$ cat src/rtl/music_voice_allocator.sv
// music_voice_allocator: assigns six active-low music keys to a pool of shared voices and runs each voice's envelope.
//   CLK_32Khz       sole clock
//   reset_n         asynchronous active-low reset
//   currentState    controller state; voices sound only in states 0 and 4
//   input_MusicKey  raw keys, 0 = pressed
//   voice_active    per voice, 1 = HELD or RELEASE
//   voice_keyIndex  packed 3-bit owning key per voice (0 while idle)
//   voice_amplitude packed 8-bit envelope amplitude per voice
//   steal_count     saturating count of voice steals
module music_voice_allocator #(
    parameter int NUM_VOICES    = 3,
    parameter int TICK_DIV      = 32,
    parameter int PEAK_LEVEL    = 255,
    parameter int SUSTAIN_LEVEL = 200,
    parameter int DECAY_STEP    = 3
) (
    input  logic                    CLK_32Khz,
    input  logic                    reset_n,
    input  logic [4:0]              currentState,
    input  logic [5:0]              input_MusicKey,
    output logic [NUM_VOICES-1:0]   voice_active,
    output logic [3*NUM_VOICES-1:0] voice_keyIndex,
    output logic [8*NUM_VOICES-1:0] voice_amplitude,
    output logic [7:0]              steal_count
);
    localparam int VW = (NUM_VOICES > 1) ? $clog2(NUM_VOICES) : 1;
    localparam int CW = (TICK_DIV > 1) ? $clog2(TICK_DIV) : 1;
    localparam logic [7:0] PEAK = 8'(PEAK_LEVEL);
    localparam logic [7:0] SUS  = 8'(SUSTAIN_LEVEL);
    localparam logic [7:0] DEC  = 8'(DECAY_STEP);

    typedef enum logic [1:0] {IDLE, HELD, REL} vstate_e;

    logic [5:0]    sync1_q, sync2_q, hist_q, pend_q, pend_d;
    logic [CW-1:0] cnt_q, cnt_d;
    logic [7:0]    steal_q, steal_d;
    vstate_e       st_q  [NUM_VOICES];
    vstate_e       st_d  [NUM_VOICES];
    logic [2:0]    key_q [NUM_VOICES];
    logic [2:0]    key_d [NUM_VOICES];
    logic [7:0]    amp_q [NUM_VOICES];
    logic [7:0]    amp_d [NUM_VOICES];
    logic [7:0]    age_q [NUM_VOICES];
    logic [7:0]    age_d [NUM_VOICES];

    logic          gate, tick, svc_v, alloc, steal;
    logic          own_f, idle_f, rel_f, held_f;
    logic [5:0]    press_e, rel_e, cand, svc_oh;
    logic [2:0]    svc_k;
    logic [VW-1:0] own_i, idle_i, rel_i, held_i, win;
    logic [7:0]    rel_amp, held_age;

    function automatic logic [7:0] held_next(input logic [7:0] a);
        return (a <= SUS) ? a : (a - SUS > DEC) ? a - DEC : SUS;
    endfunction

    function automatic logic [7:0] rel_next(input logic [7:0] a);
        logic [7:0] d;
        d = (a > SUS) ? DEC + 8'd2 : (a > 8'd100) ? 8'd2 : 8'd1;
        return (a > d) ? a - d : 8'd0;
    endfunction

    // Edge detection, tick generation and pending-press service selection.
    always_comb begin
        gate    = (currentState != 5'd0) && (currentState != 5'd4);
        tick    = cnt_q == CW'(TICK_DIV - 1);
        cnt_d   = tick ? '0 : cnt_q + CW'(1);
        press_e = hist_q & ~sync2_q;
        rel_e   = ~hist_q & sync2_q;
        // A release arriving while the press is still pending cancels it.
        cand    = pend_q & ~rel_e;
        svc_oh  = cand & (~cand + 6'd1);
        svc_v   = |cand;
        svc_k   = 3'd0;
        for (int k = 5; k >= 0; k--)
            if (cand[k]) svc_k = 3'(k);
        pend_d  = gate ? 6'd0 : (pend_q & ~rel_e & ~svc_oh) | press_e;
    end

    // Voice choice for the serviced key: retrigger, idle, quietest release, oldest held.
    always_comb begin
        own_f    = 1'b0;
        idle_f   = 1'b0;
        rel_f    = 1'b0;
        held_f   = 1'b0;
        own_i    = '0;
        idle_i   = '0;
        rel_i    = '0;
        held_i   = '0;
        rel_amp  = 8'd0;
        held_age = 8'd0;
        for (int v = 0; v < NUM_VOICES; v++) begin
            if (st_q[v] != IDLE && key_q[v] == svc_k && !own_f) begin
                own_f = 1'b1;
                own_i = VW'(v);
            end
            if (st_q[v] == IDLE && !idle_f) begin
                idle_f = 1'b1;
                idle_i = VW'(v);
            end
            if (st_q[v] == REL && (!rel_f || amp_q[v] < rel_amp)) begin
                rel_f   = 1'b1;
                rel_i   = VW'(v);
                rel_amp = amp_q[v];
            end
            if (st_q[v] == HELD && (!held_f || age_q[v] > held_age)) begin
                held_f   = 1'b1;
                held_i   = VW'(v);
                held_age = age_q[v];
            end
        end
        win     = own_f ? own_i : idle_f ? idle_i : rel_f ? rel_i : held_i;
        alloc   = svc_v && !gate;
        steal   = alloc && !own_f && !idle_f;
        steal_d = (steal && steal_q != 8'hFF) ? steal_q + 8'd1 : steal_q;
    end

    // Per-voice envelope FSM; later assignments take priority (release over tick, allocation over both, gating over all).
    always_comb begin
        for (int v = 0; v < NUM_VOICES; v++) begin
            st_d[v]  = st_q[v];
            key_d[v] = key_q[v];
            amp_d[v] = amp_q[v];
            age_d[v] = age_q[v];
            if (tick && st_q[v] != IDLE)
                age_d[v] = (age_q[v] == 8'hFF) ? age_q[v] : age_q[v] + 8'd1;
            if (tick && st_q[v] == HELD)
                amp_d[v] = held_next(amp_q[v]);
            if (tick && st_q[v] == REL) begin
                amp_d[v] = rel_next(amp_q[v]);
                st_d[v]  = (amp_d[v] == 8'd0) ? IDLE : REL;
            end
            if (st_q[v] == HELD && rel_e[key_q[v]])
                st_d[v] = REL;
            if (alloc && win == VW'(v)) begin
                st_d[v]  = HELD;
                key_d[v] = svc_k;
                amp_d[v] = PEAK;
                age_d[v] = 8'd0;
            end
            if (gate) begin
                st_d[v]  = IDLE;
                key_d[v] = 3'd0;
                amp_d[v] = 8'd0;
                age_d[v] = 8'd0;
            end
        end
    end

    // While gated the synchronizer stages are held high as well, so a key held
    // through gating goes through the full press latency when gating lifts.
    always_ff @(posedge CLK_32Khz or negedge reset_n) begin
        if (!reset_n) begin
            sync1_q <= 6'h3F;
            sync2_q <= 6'h3F;
            hist_q  <= 6'h3F;
            pend_q  <= 6'd0;
            cnt_q   <= '0;
            steal_q <= 8'd0;
            st_q    <= '{default: IDLE};
            key_q   <= '{default: 3'd0};
            amp_q   <= '{default: 8'd0};
            age_q   <= '{default: 8'd0};
        end else begin
            sync1_q <= gate ? 6'h3F : input_MusicKey;
            sync2_q <= gate ? 6'h3F : sync1_q;
            hist_q  <= gate ? 6'h3F : sync2_q;
            pend_q  <= pend_d;
            cnt_q   <= cnt_d;
            steal_q <= steal_d;
            st_q    <= st_d;
            key_q   <= key_d;
            amp_q   <= amp_d;
            age_q   <= age_d;
        end
    end

    for (genvar i = 0; i < NUM_VOICES; i++) begin : g_out
        assign voice_active[i]           = st_q[i] != IDLE;
        assign voice_keyIndex[3*i +: 3]  = (st_q[i] != IDLE) ? key_q[i] : 3'd0;
        assign voice_amplitude[8*i +: 8] = amp_q[i];
    end

    assign steal_count = steal_q;
endmodule

$ cat config.mk
export PLATFORM = sky130hd
export DESIGN_NAME = music_voice_allocator
export DESIGN_NICKNAME = d
export VERILOG_FILES = /design/src/rtl/music_voice_allocator.sv
export SDC_FILE = /design/constraint.sdc
export NUM_CORES = 1
export LEC_CHECK = 0
export BUFFER_PORTS_ARGS = -buffer_cell sky130_fd_sc_hd__buf_2
export CORE_MARGIN = 2
export CORE_UTILIZATION = 56
export CTS_CLUSTER_DIAMETER = 80
export CTS_CLUSTER_SIZE = 12
export DETAILED_ROUTE_END_ITERATION = 8
export PLACE_DENSITY = 0.78
export SYNTH_ARGS = -nofsm -noshare
export SYNTH_HDL_FRONTEND = slang
export SYNTH_SLANG_ARGS = --single-unit
$ cat constraint.sdc
create_clock -name CLK_32Khz -period 5.85 [get_ports CLK_32Khz]
set_input_delay 0.585 -clock CLK_32Khz [delete_from_list [all_inputs] [get_ports CLK_32Khz]]
set_output_delay 0.585 -clock CLK_32Khz [all_outputs]
set_load 0.03 [all_outputs]
==> results of run 1 <==
-- area by class of cell --
type                            instances  area (um2)
Clock buffer                            9         225
Inverter                               33         124
Clock inverter                          7        68.8
Multi-Input combinational cell        670        4800
Fill cell                            1184        4990
Timing Repair Buffer                   64         345
Sequential cell                       100        2520
Tap cell                              176         220
-- critical path, stage by stage (launching register included) --
cell and delay, ns:
sky130_fd_sc_hd__dfrtp_1 0.45, sky130_fd_sc_hd__nor2b_1 0.71, sky130_fd_sc_hd__nand2_1 0.23, sky130_fd_sc_hd__ha_1 0.26, sky130_fd_sc_hd__a211oi_1 0.16, sky130_fd_sc_hd__nand2_1 0.12
sky130_fd_sc_hd__o211ai_2 0.35, sky130_fd_sc_hd__nand2_2 0.19, sky130_fd_sc_hd__nor2_1 0.13, sky130_fd_sc_hd__a31oi_1 0.06, sky130_fd_sc_hd__ha_1 0.31, sky130_fd_sc_hd__and4_1 0.19
sky130_fd_sc_hd__o2111a_1 0.15, sky130_fd_sc_hd__and3_1 0.19, sky130_fd_sc_hd__a21oi_1 0.13, sky130_fd_sc_hd__o21ba_2 0.17, sky130_fd_sc_hd__o311ai_2 0.30, sky130_fd_sc_hd__and4b_1 0.50
sky130_fd_sc_hd__nand2b_1 0.56, sky130_fd_sc_hd__nor2_2 0.08
-- cells in the final DEF, fill, tap and decap left out, drive strengths merged, types with 17 or more instances in the layout --
master	netlist	final
a21oi	45	45
and2	17	17
buf	10	64
dfrtp	82	82
dfstp	18	18
ha	57	57
inv	33	36
nand2	72	72
nand2b	36	36
nand3	18	18
nor2	70	70
nor3	34	34
o21ai	42	42
xnor2	27	27
xor2	27	27
-- cells by family after synthesis --
family,count (synthesis)
compound gates,223
xor+xnor,54
fa+ha+maj,62
buf+inv,74
flops,100
mux,14
simple gates,317
-- power by group --
part	internal, uW	switching, uW
sequential	693	0.253
clock	299	298
combinational	5.52	21.4
-- path summary, 6_finish.rpt --
kind	start	end	slack [ns]	cells after the start
setup / recovery	st_q[4]	age_q[5]	0.47	19
hold / removal	reset_n	age_q[10]	0.19	1
setup reg to reg	st_q[4]	age_q[5]	0.47	19
hold reg to reg	cnt_q[0]	cnt_q[0]	0.46	1
max in group asynchronous	reset_n	voice_amplitude[1]	4.51	2
min in group CLK_32Khz	input_MusicKey[0]	sync1_q[0]	0.41	2
-- registers in the layout, indices dropped and copies added (netlist names) --
| name | cells |
|---|---|
| st_q | 6 |
| steal_count | 8 |
| sync2_q | 6 |
| sync1_q | 6 |
| voice_amplitude | 24 |
| pend_q | 6 |
| hist_q | 6 |
| age_q | 24 |
| key_q | 9 |
| cnt_q | 5 |
-- routing by layer --
metal  GRT usage, %  vias up  share of wire [%]
li1               -     3170                  -
met1           36.7     3176                 47
met2           41.8      204                 46
met3           5.14       29                5.3
met4           7.27        0                1.4
met5              0        -                  0
-- metrics by stage --
| step | power [uW] | worst slack (ns) | hold slack, ns | std cells | utilization (%) |
|---|---|---|---|---|---|
| 2_1_floorplan | 713 | 1.40 | 0.289 | 844 | - |
| 3_3_place_gp | 733 | 0.663 | 0.449 | 1043 | 60.3 |
| 3_5_place_dp | 734 | 0.613 | 0.451 | 1043 | 60.3 |
| 4_1_cts | 1330 | 0.559 | 0.207 | 1059 | 62.5 |
| 5_1_grt | 1360 | 0.0840 | 0.223 | 1059 | 62.5 |
| 6_report | 1320 | 0.472 | 0.187 | 1059 | 62.5 |
==> qor.txt, run 1 <==
=================================================================================
Count of buffers inserted at the top-level ports ...................           55
Yosys cell types ...................................................           90
Post-CTS Resized ...................................................            0
Via-to-Cell Ratio ..................................................         6.21
Number of setup violations in the final report .....................            0
Slew at the pin closest to its max-slew limit ......................     0.923 ns
Fraction of the mapped netlist area in simple logic gates ..........        22.7%
Synth Register Bits ................................................          100
Effective utilization at floorplan .................................        57.4%
Cells taking the most area after synthesis ......................... sky130_fd_sc_hd__dfrtp_1 (27%), sky130_fd_sc_hd__ha_1 (9.3%), sky130_fd_sc_hd__dfstp_2 (6.2%)
Clock root buffer .................................................. sky130_fd_sc_hd__clkbuf_16
Warnings from Yosys ................................................            0
Antenna violations before repair ...................................            0
Top-area cell type share of the netlist area .......................        26.9%
Quantity of hold-fixing buffers added after cts ....................            0
GPL Wtd Cong .......................................................        0.942
Critical Path Sink Type ............................................         flop
Largest buffer count on any clock path .............................            2
Most numerous cell in the Yosys netlist ............................ sky130_fd_sc_hd__dfrtp_1
Cell type contributing the most total cell area after synthesis .... sky130_fd_sc_hd__dfrtp_1
Number of sinks on the clock net ...................................          100
Clock slew at reported path FFs ....................................      0.08 ns
Clock insertion delay at the later pin of the skew report ..........      0.36 ns
Via count of the first global-routing pass .........................         6170
DRC viols ..........................................................            0
Area share of fa/ha/maj cells after synthesis ......................        10.4%
Final Instance Area ................................................     8310 um2
Unrepaired setup endpoints after global routing ....................        false
Synth-to-layout area growth ........................................        8.84%
Startpoint class of the critical path ..............................         flop
Data arrival time of the worst path ................................      5.61 ns
Post-layout minimum cycle time .....................................      5.38 ns
Commonest cells in the synthesized netlist ......................... sky130_fd_sc_hd__dfrtp_1 (82), sky130_fd_sc_hd__nand2_1 (71), sky130_fd_sc_hd__nor2_1 (60), sky130_fd_sc_hd__ha_1 (57), sky130_fd_sc_hd__a21oi_1 (44)
# nets final .......................................................          951
Maximum number of pins on one net before global-route repair .......           61
Slew headroom ......................................................        37.7%
Std cell rows ......................................................           42
Required time of the critical path .................................      6.08 ns
Aggregate global routing overflow ..................................            0
Mux cell area share after synthesis ................................        2.36%
Global-route wire length before repair .............................      30.8 mm
Fraction of synthesis flops using an asynchronous set or reset pin .         100%
Number of DRC markers in iteration 0 ...............................          745
DIE AREA ...........................................................    14600 um2
Die width ..........................................................       121 um
Fraction of final layout cells with drive strength greater than 1 ..        16.6%
DIE HEIGHT .........................................................       121 um
Per-cell routed wire length ........................................      17.2 um
Count of inserted antenna diode cells ..............................            0
Number of buffers added by the clock tree synthesis step ...........            9
Power density over the cells .......................................   159 nW/um2
Overall track demand over capacity in global routing ...............        26.3%
Wire length reported by the detailed router ........................      18.2 mm
Top FF cell, synth ................................................. sky130_fd_sc_hd__dfrtp_1
VDD IR-drop max ....................................................   0.000231 V
Setup_tns ..........................................................         0 ns
Via count ..........................................................         6579
Synth Area in XOR/XNOR .............................................        6.20%
Worst-case clock skew ..............................................    0.0104 ns
Sequential cell area fraction in the yosys report ..................        33.1%
Fraction of the mapped netlist area in compound gates ..............        21.2%
Main combinational cell family by area after synthesis ............. simple AND/OR/NAND/NOR gates
Maximum fanout encountered on the critical timing path .............           13
Number of max-capacitance violations reported ......................            0
First-pass iteration count of the detailed router ..................            6
Final Hold Vio Count ...............................................            0
Worst hold path class ..............................................  in -> async
ANT nets after route ...............................................            0
Count of pins on the block boundary ................................           57
Placed wire-length estimate after detailed placement ...............      13.0 mm
CTS tree ...........................................................         done
Slew Viols, Final ..................................................            0
Post-synthesis instance area .......................................     7630 um2
Total leakage power ................................................   0.00370 uW
Std-Cell Core Area .................................................    13300 um2
Period utilisation layout ..........................................        91.9%
Class of the most critical setup path ..............................   reg -> reg
Number of instances in the synthesized netlist .....................          844
Outcome ............................................................ finished, final reports clean
Synthesized area divided by synthesized cell count .................     9.04 um2
Number of synthesized flops with an enable pin .....................            0
Number of nets produced by synthesis ...............................          917
H-tree depth reported by CTS .......................................            3
Placed standard-cell area ..........................................     8010 um2
Count of buffers added by post-CTS timing repair for setup .........            0
Highest Clock Rate .................................................      186 MHz
=================================================================================
No activity file was read; power rests on OpenSTA's default activity.
==> run 2, diff against run 1 <==
--- a/config.mk
+++ b/config.mk
@@ -11,7 +11,7 @@
 export CTS_CLUSTER_DIAMETER = 80
 export CTS_CLUSTER_SIZE = 12
 export DETAILED_ROUTE_END_ITERATION = 8
-export PLACE_DENSITY = 0.78
+export PLACE_DENSITY = 0.82
 export SYNTH_ARGS = -nofsm -noshare
 export SYNTH_HDL_FRONTEND = slang
 export SYNTH_SLANG_ARGS = --single-unit
==> qor.txt, run 2 (synthesized netlist as in run 1, its figures left out) <==
================================================================================
Outcome ........................................................... finished, final reports clean
Effective utilization at floorplan ................................        57.4%   unchanged
Overall track demand over capacity in global routing ..............        26.2%   -0.051 points
Global-route wire length before repair ............................      30.9 mm   +0.31%
Synth-to-layout area growth .......................................        8.77%   about the same
Most common cell after layout, fill and taps aside ................ sky130_fd_sc_hd__dfrtp_1
Post-layout minimum cycle time ....................................      5.25 ns   -0.124 ns
Placed standard-cell area .........................................     8000 um2   about the same
Count of pins on the block boundary ...............................           57   unchanged
Setup_tns .........................................................         0 ns   unchanged
Slew Viols, Final .................................................            0   unchanged
DIE AREA ..........................................................    14600 um2   unchanged
CTS tree ..........................................................         done
Total leakage power ...............................................   0.00370 uW   +0.16%
Slew headroom .....................................................        47.3%   +9.6 points
Reg2Reg Capture Point .............................................     age_q[5]
Most frequent cells in the layout ................................. sky130_fd_sc_hd__dfrtp_1 (82), sky130_fd_sc_hd__nand2_1 (71), sky130_fd_sc_hd__nor2_1 (60)
Antenna violations before repair ..................................            0   unchanged
Per-cell routed wire length .......................................      17.2 um   about the same
DIE HEIGHT ........................................................       121 um   unchanged
Number of buffers added by the clock tree synthesis step ..........            9   unchanged
VDD IR-drop max ...................................................   0.000228 V   -1.1%
First-pass iteration count of the detailed router .................            5   -1
Number of setup violations in the final report ....................            0   unchanged
Power density over the cells ......................................   158 nW/um2   -0.28%
Required time of the critical path ................................      6.07 ns   about the same
Final Instance Area ...............................................     8300 um2   about the same
Via-to-Cell Ratio .................................................         6.29   +1.3%
Die width .........................................................       121 um   unchanged
Clock slew at reported path FFs ...................................      0.07 ns   about the same
Std-Cell Core Area ................................................    13300 um2   unchanged
Data arrival time of the worst path ...............................      5.47 ns   -0.14 ns
Worst-case clock skew .............................................   0.00866 ns   -0.00172 ns
Clock insertion delay at the later pin of the skew report .........      0.36 ns   about the same
Via count .........................................................         6655   +1.2%
Period utilisation layout .........................................        89.8%   -2.1 points
GPL Wtd Cong ......................................................        0.932   -1.1%
Worst flop-to-flop path startpoint ................................      st_q[4]
Largest buffer count on any clock path ............................            2   unchanged
Critical Path Sink Type ...........................................         flop
Count of inserted antenna diode cells .............................            0   unchanged
Wire length reported by the detailed router .......................      18.2 mm   about the same
Number of sinks on the clock net ..................................          100   unchanged
Maximum fanout encountered on the critical timing path ............           10   -3
Clock root buffer ................................................. sky130_fd_sc_hd__clkbuf_16
H-tree depth reported by CTS ......................................            3   unchanged
Startpoint class of the critical path .............................         flop
Class of the most critical setup path .............................   reg -> reg
Worst hold path class .............................................  in -> async
Via count of the first global-routing pass ........................         6448   +4.5%
Highest Clock Rate ................................................      190 MHz   +2.4%
ANT nets after route ..............................................            0   unchanged
Aggregate global routing overflow .................................            0   unchanged
# nets final ......................................................          950   -0.11%
Maximum number of pins on one net before global-route repair ......           52   -15%
Share of the core filled with cells in the final layout ...........        62.4%   about the same
Slew at the pin closest to its max-slew limit .....................     0.786 ns   -0.136 ns
Number of DRC markers in iteration 0 ..............................          552   -26%
Final Hold Vio Count ..............................................            0   unchanged
Unrepaired setup endpoints after global routing ...................        false
Number of max-capacitance violations reported .....................            0   unchanged
Fraction of final layout cells with drive strength greater than 1 .        16.7%   +0.019 points
DRC viols .........................................................            0   unchanged
Count of buffers inserted at the top-level ports ..................           55   unchanged
Worst hold slack ..................................................     0.227 ns   +0.0404 ns
Count of buffers added by post-CTS timing repair for setup ........            0   unchanged
R2R Setup Slk .....................................................      0.60 ns   +0.12 ns
Logic depth of the worst register-to-register path ................           20   +1
Std cell rows .....................................................           42   unchanged
Placed wire-length estimate after detailed placement ..............      13.0 mm   +0.44%
================================================================================
[run 2: metrics by stage]
step / total power (uW) / setup slack (ns) / cells
after global routing: 1360 / 0.0602 / 1058
after floorplan: 713 / 1.40 / 844
after CTS: 1330 / 0.399 / 1058
after global placement: 733 / 0.630 / 1042
final: 1310 / 0.596 / 1058
after detailed placement: 734 / 0.458 / 1042
[run 2: layer usage]
| metal | part of all wire (%) | vias up | global-route usage, % |
|---|---|---|---|
| met5 | 0 | - | 0 |
| met4 | 2.9 | 0 | 10.7 |
| met3 | 6.0 | 48 | 4.91 |
| met2 | 47 | 253 | 43.3 |
| met1 | 44 | 3190 | 34.0 |
| li1 | - | 3164 | - |
[run 2: cell type report]
type	instances	area, um2
inverters	33	124
clock buffers	10	239
well taps	176	220
multi-input cells	670	4800
clock inverters	6	55.1
flip-flops and latches	100	2520
repair buffers	63	338
fillers	1102	4990
[run 2: critical path: stages (launching register included)]
cell                        delay (ns)
sky130_fd_sc_hd__dfrtp_1          0.47
sky130_fd_sc_hd__nor2b_2          0.40
sky130_fd_sc_hd__nand2_1          0.15
sky130_fd_sc_hd__ha_1             0.31
sky130_fd_sc_hd__nor2b_1          0.13
sky130_fd_sc_hd__o21a_1           0.11
sky130_fd_sc_hd__o21ai_0          0.08
sky130_fd_sc_hd__a211o_1          0.27
sky130_fd_sc_hd__a21oi_1          0.47
sky130_fd_sc_hd__buf_4            0.26
sky130_fd_sc_hd__nor2_1           0.05
sky130_fd_sc_hd__a21oi_1          0.14
sky130_fd_sc_hd__ha_1             0.25
sky130_fd_sc_hd__nand4_1          0.11
sky130_fd_sc_hd__nor2_1           0.08
sky130_fd_sc_hd__a2111oi_0        0.41
sky130_fd_sc_hd__a22oi_1          0.15
sky130_fd_sc_hd__o311ai_2         0.12
sky130_fd_sc_hd__and4b_1          0.52
sky130_fd_sc_hd__nand2b_1         0.54
sky130_fd_sc_hd__nor2_2           0.08
[run 2: worst max-delay path by stage]
stage | start | end | slack (ns) | cells after the start
floorplan | st_q[4] | key_q[7] | 1.40 | 22
global placement | st_q[4] | age_q[6] | 0.63 | 20
detailed placement | st_q[4] | age_q[5] | 0.46 | 20
CTS | st_q[4] | age_q[2] | 0.40 | 20
global route | st_q[4] | age_q[6] | 0.06 | 20
finish | st_q[4] | age_q[5] | 0.60 | 20
[run 2: timing repair]
item,in CTS,in global routing
endpoints found under the setup margin,0,17
gates resized for setup,0,1
hold buffers,0,0
endpoints found under the hold margin,0,0
[run 2: where the power goes]
part	leakage (uW)	internal, uW	switching [uW]
Sequential	0.00132	693	0.221
Clock	0.000149	309	284
Combinational	0.00223	5.52	21.1
Total	0.00370	1010	305
